<file path="config.mk">
export PLATFORM = sky130hd
export DESIGN_NAME = material_energy_sampler
export DESIGN_NICKNAME = d
export VERILOG_FILES = /design/src/rtl/material_energy_sampler.sv
export SDC_FILE = /design/constraint.sdc
export NUM_CORES = 1
export LEC_CHECK = 0
export ABC_CLOCK_PERIOD_IN_PS = 3800
export CAP_MARGIN = 20
export CORE_ASPECT_RATIO = 2
export CORE_MARGIN = 2
export CORE_UTILIZATION = 50
export DETAILED_ROUTE_END_ITERATION = 10
export GPL_TIMING_DRIVEN = 0
export PLACE_DENSITY = 0.74
export SETUP_SLACK_MARGIN = 0.4
export SLEW_MARGIN = 5
export SYNTH_ARGS = -nofsm -noshare
export SYNTH_HDL_FRONTEND = slang
export SYNTH_SLANG_ARGS = --single-unit
</file>
<file path="constraint.sdc">
create_clock -name clk -period 3.8 [get_ports clk]
set_clock_uncertainty 0.2 [all_clocks]
set_input_delay 0.76 -clock clk [delete_from_list [all_inputs] [get_ports clk]]
set_output_delay 0.76 -clock clk [all_outputs]
set_load 0.02 [all_outputs]
</file>
<file path="src/rtl/material_energy_sampler.sv">
// Sweeps the candidate metals, averages N signed energy samples per metal and
// turns the mean and spread into catalyst and stability scores.
module material_energy_sampler #(
    parameter int LOG2_SAMPLES  = 3,
    parameter int NUM_MATERIALS = 6,
    parameter int SCORE_FULL    = 100
) (
    input  logic        clk,
    input  logic        reset,
    input  logic        start,
    input  logic        sample_valid,
    input  logic [15:0] sample_data,
    output logic        sample_req,
    output logic [31:0] catalyst_score,
    output logic [31:0] stability_prediction,
    output logic        energy_measurement_ready,
    output logic [2:0]  material_id,
    output logic        busy,
    output logic        sweep_done,
    output logic [2:0]  state
);

    localparam int ACC_W = 16 + LOG2_SAMPLES;
    localparam int CNT_W = LOG2_SAMPLES + 1;
    localparam logic [CNT_W-1:0] LAST_SAMPLE   = CNT_W'((1 << LOG2_SAMPLES) - 1);
    localparam logic [2:0]       LAST_MATERIAL = 3'(NUM_MATERIALS - 1);
    localparam logic [31:0]      FULL          = 32'(SCORE_FULL);

    typedef enum logic [2:0] {
        IDLE    = 3'd0,
        ACCUM   = 3'd1,
        COMPUTE = 3'd2,
        REPORT  = 3'd3,
        DONE    = 3'd4
    } state_t;

    state_t                  fsm;
    logic [CNT_W-1:0]        count;
    logic signed [ACC_W-1:0] acc;
    logic signed [15:0]      sample_min;
    logic signed [15:0]      sample_max;

    logic        accept;
    logic [16:0] mean_bits;
    logic [16:0] abs_mean;
    logic [16:0] spread;
    logic [31:0] cat_next;
    logic [31:0] stab_next;

    // Handshake: a sample transfers on any rising edge where sample_valid and
    // sample_req are both high; sample_req is only ever high in ACCUM.
    assign accept = (fsm == ACCUM) && sample_req && sample_valid;
    assign state  = fsm;

    always_comb begin
        mean_bits = 17'(acc >>> LOG2_SAMPLES);
        abs_mean  = mean_bits[16] ? (~mean_bits + 17'd1) : mean_bits;
        // max >= min always holds after at least one sample, so the 17-bit
        // difference of the sign-extended values is a plain magnitude.
        spread    = {sample_max[15], sample_max} - {sample_min[15], sample_min};
        cat_next  = ({15'd0, abs_mean} >= FULL) ? 32'd0 : FULL - {15'd0, abs_mean};
        stab_next = ({15'd0, spread} >= FULL) ? 32'd0 : FULL - {15'd0, spread};
    end

    always_ff @(posedge clk) begin
        if (reset) begin
            fsm                      <= IDLE;
            count                    <= '0;
            acc                      <= '0;
            sample_min               <= '0;
            sample_max               <= '0;
            sample_req               <= 1'b0;
            catalyst_score           <= '0;
            stability_prediction     <= '0;
            energy_measurement_ready <= 1'b0;
            material_id              <= '0;
            busy                     <= 1'b0;
            sweep_done               <= 1'b0;
        end else begin
            energy_measurement_ready <= 1'b0;
            sweep_done               <= 1'b0;
            case (fsm)
                IDLE: begin
                    if (start) begin
                        fsm         <= ACCUM;
                        busy        <= 1'b1;
                        sample_req  <= 1'b1;
                        material_id <= '0;
                        count       <= '0;
                        acc         <= '0;
                        sample_min  <= 16'sh7fff;
                        sample_max  <= -16'sh8000;
                    end
                end
                ACCUM: begin
                    if (accept) begin
                        acc   <= acc + ACC_W'($signed(sample_data));
                        count <= count + 1'b1;
                        if ($signed(sample_data) < sample_min) sample_min <= $signed(sample_data);
                        if ($signed(sample_data) > sample_max) sample_max <= $signed(sample_data);
                        if (count == LAST_SAMPLE) begin
                            sample_req <= 1'b0;
                            fsm        <= COMPUTE;
                        end
                    end
                end
                COMPUTE: begin
                    catalyst_score           <= cat_next;
                    stability_prediction     <= stab_next;
                    energy_measurement_ready <= 1'b1;
                    fsm                      <= REPORT;
                end
                REPORT: begin
                    if (material_id == LAST_MATERIAL) begin
                        sweep_done <= 1'b1;
                        fsm        <= DONE;
                    end else begin
                        material_id <= material_id + 3'd1;
                        count       <= '0;
                        acc         <= '0;
                        sample_min  <= 16'sh7fff;
                        sample_max  <= -16'sh8000;
                        sample_req  <= 1'b1;
                        fsm         <= ACCUM;
                    end
                end
                DONE: begin
                    busy <= 1'b0;
                    fsm  <= IDLE;
                end
                default: fsm <= IDLE;
            endcase
        end
    end

endmodule

</file>
==> results_dict.tcl <==
set metrics [dict create \
    status "complete, no violations" \
    fin_cells 1080 \
    clk_pin_slew_worst_paths_ps 70 \
    root_buffer "clkbuf_16" \
    numCtsBuffers 9 \
    cts_buffer_depth 2 \
    dp.cells 1056 \
    drive_above_1_share_pct 10.3 \
    gp_congestion 0.893 \
    grtUsageMet3_pct 3.32 \
    yosys_warnings 0 \
    synth_area_per_cell_um2 8.18 \
    wl_um 17700 \
    ios 94 \
    grt_max_degree 18 \
    rows 59 \
    dr_total_vias 6091 \
    synth-seq-cells 101 \
    grt_pass1_wl_um 28300 \
    place.detailed.hpwl_um 13900 \
    worstHoldEndpoint "catalyst_score[1]" \
    setup_viol 0 \
    dieArea_um2 14300 \
    rsz0062_at_grt "yes" \
    synth_top_cell_by_area "dfxtp_1" \
    drcViolationCount 0 \
    top_usage_layer "met2" \
    coreArea_um2 13000 \
    path_cells "dlygate4sd2_1, ha_2, fa_2, a21o_1, a311oi_4, o31ai_4, o41ai_4, o221ai_2, a21oi_2, xnor2_1, mux2i_1, a21oi_1" \
    utilization_pct 63.6 \
    peakVddDrop_mv 0.316 \
    layout_common_cells "dfxtp_1 (101), nor2_1 (97), clkdlybuf4s50_1 (83), ha_1 (69), nand2_1 (51)" \
    ys.flop_type "dfxtp_1" \
    chipWidth_um 85.5 \
    cp_max_fo 4 \
    hold_viol_final 0 \
    yosys.cell_types.count 72 \
    holdPathStages 2 \
    power_density_nw_per_um2 350 \
    htreeDepth 3 \
    syn-num-nets 906 \
    cp_num_buf_inv 1 \
    worst_slew_pin_slew_ps 960 \
    nets 1017 \
    grt_use_total_pct 24.8 \
    portBuffers 92 \
    worst_r2r_endpoint "stability_prediction[3]" \
    cts_tree "built" \
    hold_slack_ps 250 \
    path_class "input pin to flop" \
    grt-ovfl-total 0 \
    area_growth_pct 24.5 \
    grt_pass1_vias 6098 \
    crit_slowest_cell "a311oi_4" \
    synth_top_area_share_pct 30.4 \
    met2_usage_pct 49.3 \
    endpoint_kind "flop" \
    hold_start "catalyst_score[1]" \
    max-cap-violations 0 \
    viasPerCell 5.64 \
    ctsHoldBuffers 0 \
    min-delay-path-class "flop to flop" \
    synth-edff-count 0 \
    r2r-start "sample_max[0]" \
    critPathArrivalTime_ps 3340 \
    synthCells 812 \
    critPathTopFamily "compound AO/OA/AOI/OAI gates" \
    grt_util_met1_pct 22.4 \
    crit_path_start_kind "input pin" \
    yosysSeqAreaShare_pct 30.4 \
    die_h_um 167 \
    r2r_slack_ps 630 \
    rr_worst_depth 13 \
    slowest_delay_ps 390 \
    ant_nets 0 \
    firstDrtPassIters 5 \
    fmax_ghz 0.301 \
    antenna-diode-count 0 \
    avgRoutedWirePerCell_um 16.3 \
    slew_viol_final 0 \
    slew_headroom_pct 35.9 \
    clk_latency_ps 360 \
    netlist_top_cells_area "dfxtp_1 (30%), ha_1 (14%), nor2_1 (5.5%)" \
    start_util_pct 51.1 \
    synth.cell_area_um2 6640 \
    final_common_cell "dfxtp_1" \
    period_share_pct 87.5 \
    cellLeakagePower_nw 3.41 \
    crit_required_ps 3820 \
    cts.sinks 101 \
    antenna_found_initial 0 \
    synthArstFlopShare_pct 0 \
    finalCriticalPeriod_ps 3320 \
    num-fill-cells 1150 \
    drtIter0Drc 309 \
]
[power breakdown]
group | switching, W | total (W) | internal, W
combinational | 0.000409 | 0.000691 | 0.000282
clock | 0.000439 | 0.00109 | 0.000648
sequential | 0.0000231 | 0.00111 | 0.00109
[through the flow]
stage / setup slack, ps / TNS, ps / instance area, µm² / total power [W]
after floorplan: 482 / 0 / 6640 / 0.00161
after global placement: -539 / -10980 / 7750 / 0.00178
after detailed placement: -587 / -11920 / 7750 / 0.00179
after CTS: 403 / 0 / 8200 / 0.00289
after global routing: 376 / 0 / 8270 / 0.00302
final: 475 / 0 / 8270 / 0.00289
[worst min-delay path, stage by stage (launching register included)]
cell     delay (ps)
dfxtp_1         310
nand2_1          50
o21ai_1          50
[synthesized netlist by cell type, types with 3 or more instances]
library cell and count:
o21ai_0 27, mux2i_1 8, nand4_1 5, a22o_1 9, a211oi_1 22, xor2_1 16
clkbuf_1 24, ha_1 72, a21o_1 15, nand2_1 51, and2_1 26, o41ai_1 3
buf_2 5, nor4_1 6, nand2b_1 8, inv_2 3, nor3_1 16, buf_4 28
xnor2_1 24, o21a_1 11, or3_1 4, a21boi_0 3, o31ai_1 3, a21oi_1 45
nor2_1 97, inv_1 49, dfxtp_1 101, o21ai_1 26, nand3_1 30, a22oi_1 14
a31oi_1 5, nor2b_1 6
[worst max-delay path by stage]
stage | from | to | slack [ps] | depth (start not counted)
final | sample_data[0] | acc[18] | 480 | 12
after global routing | sample_data[0] | acc[18] | 380 | 12
after CTS | sample_data[9] | sample_max[15] | 400 | 12
after detailed placement | sample_data[15] | sample_max[12] | -590 | 10
after global placement | sample_data[15] | sample_max[12] | -540 | 10
after floorplan | sample_data[0] | acc[18] | 480 | 11
[state kept, by name (all words and copies together) (netlist names), 3 cells and up]
signal	flops
acc	19
catalyst_score	18
count	4
material_id	3
sample_max	16
sample_min	16
stability_prediction	18
state	3
[repair_timing]
item,in CTS,in global routing
pin swaps,6,4
resized for setup,25,12
endpoints found under the setup margin,43,42
buffers inserted,6,1
gates cloned,0,0
[cell families (layout without fill, tap and decap cells)]
family / Yosys count / count (layout) / share of synthesized area, %
xor gates and xnor gates: 40 / 40 / 5.27
muxes: 9 / 9 / 1.38
buffers and inverters: 111 / 227 / 8.06
adders and majority gates: 74 / 74 / 14.2
and+or+nand+nor: 264 / 264 / 18.9
AOI/OAI and AO/OA: 213 / 213 / 21.8
DFF: 101 / 101 / 30.4
[layout make-up]
cell class / instances / area (µm²) / share of cell area (%)
multi-input combinational: 600 / 4190 / 50.7
sequential: 101 / 2020 / 24.5
timing repair buffer: 100 / 973 / 11.8
buffer: 59 / 350 / 4.24
clock buffer: 9 / 225 / 2.72
inverter: 52 / 195 / 2.36
tap: 152 / 190 / 2.30
clock inverter: 7 / 120 / 1.45
[routing by layer]
| layer | wire, µm | part of all wire, % | vias to the layer above |
|---|---|---|---|
| li1 | - | - | 3065 |
| met1 | 6120 | 35 | 2826 |
| met2 | 10100 | 57 | 150 |
| met3 | 536 | 3.0 | 50 |
| met4 | 930 | 5.3 | 0 |
| met5 | 0 | 0 | - |
Note: power is estimated with default switching activity, not from simulation.
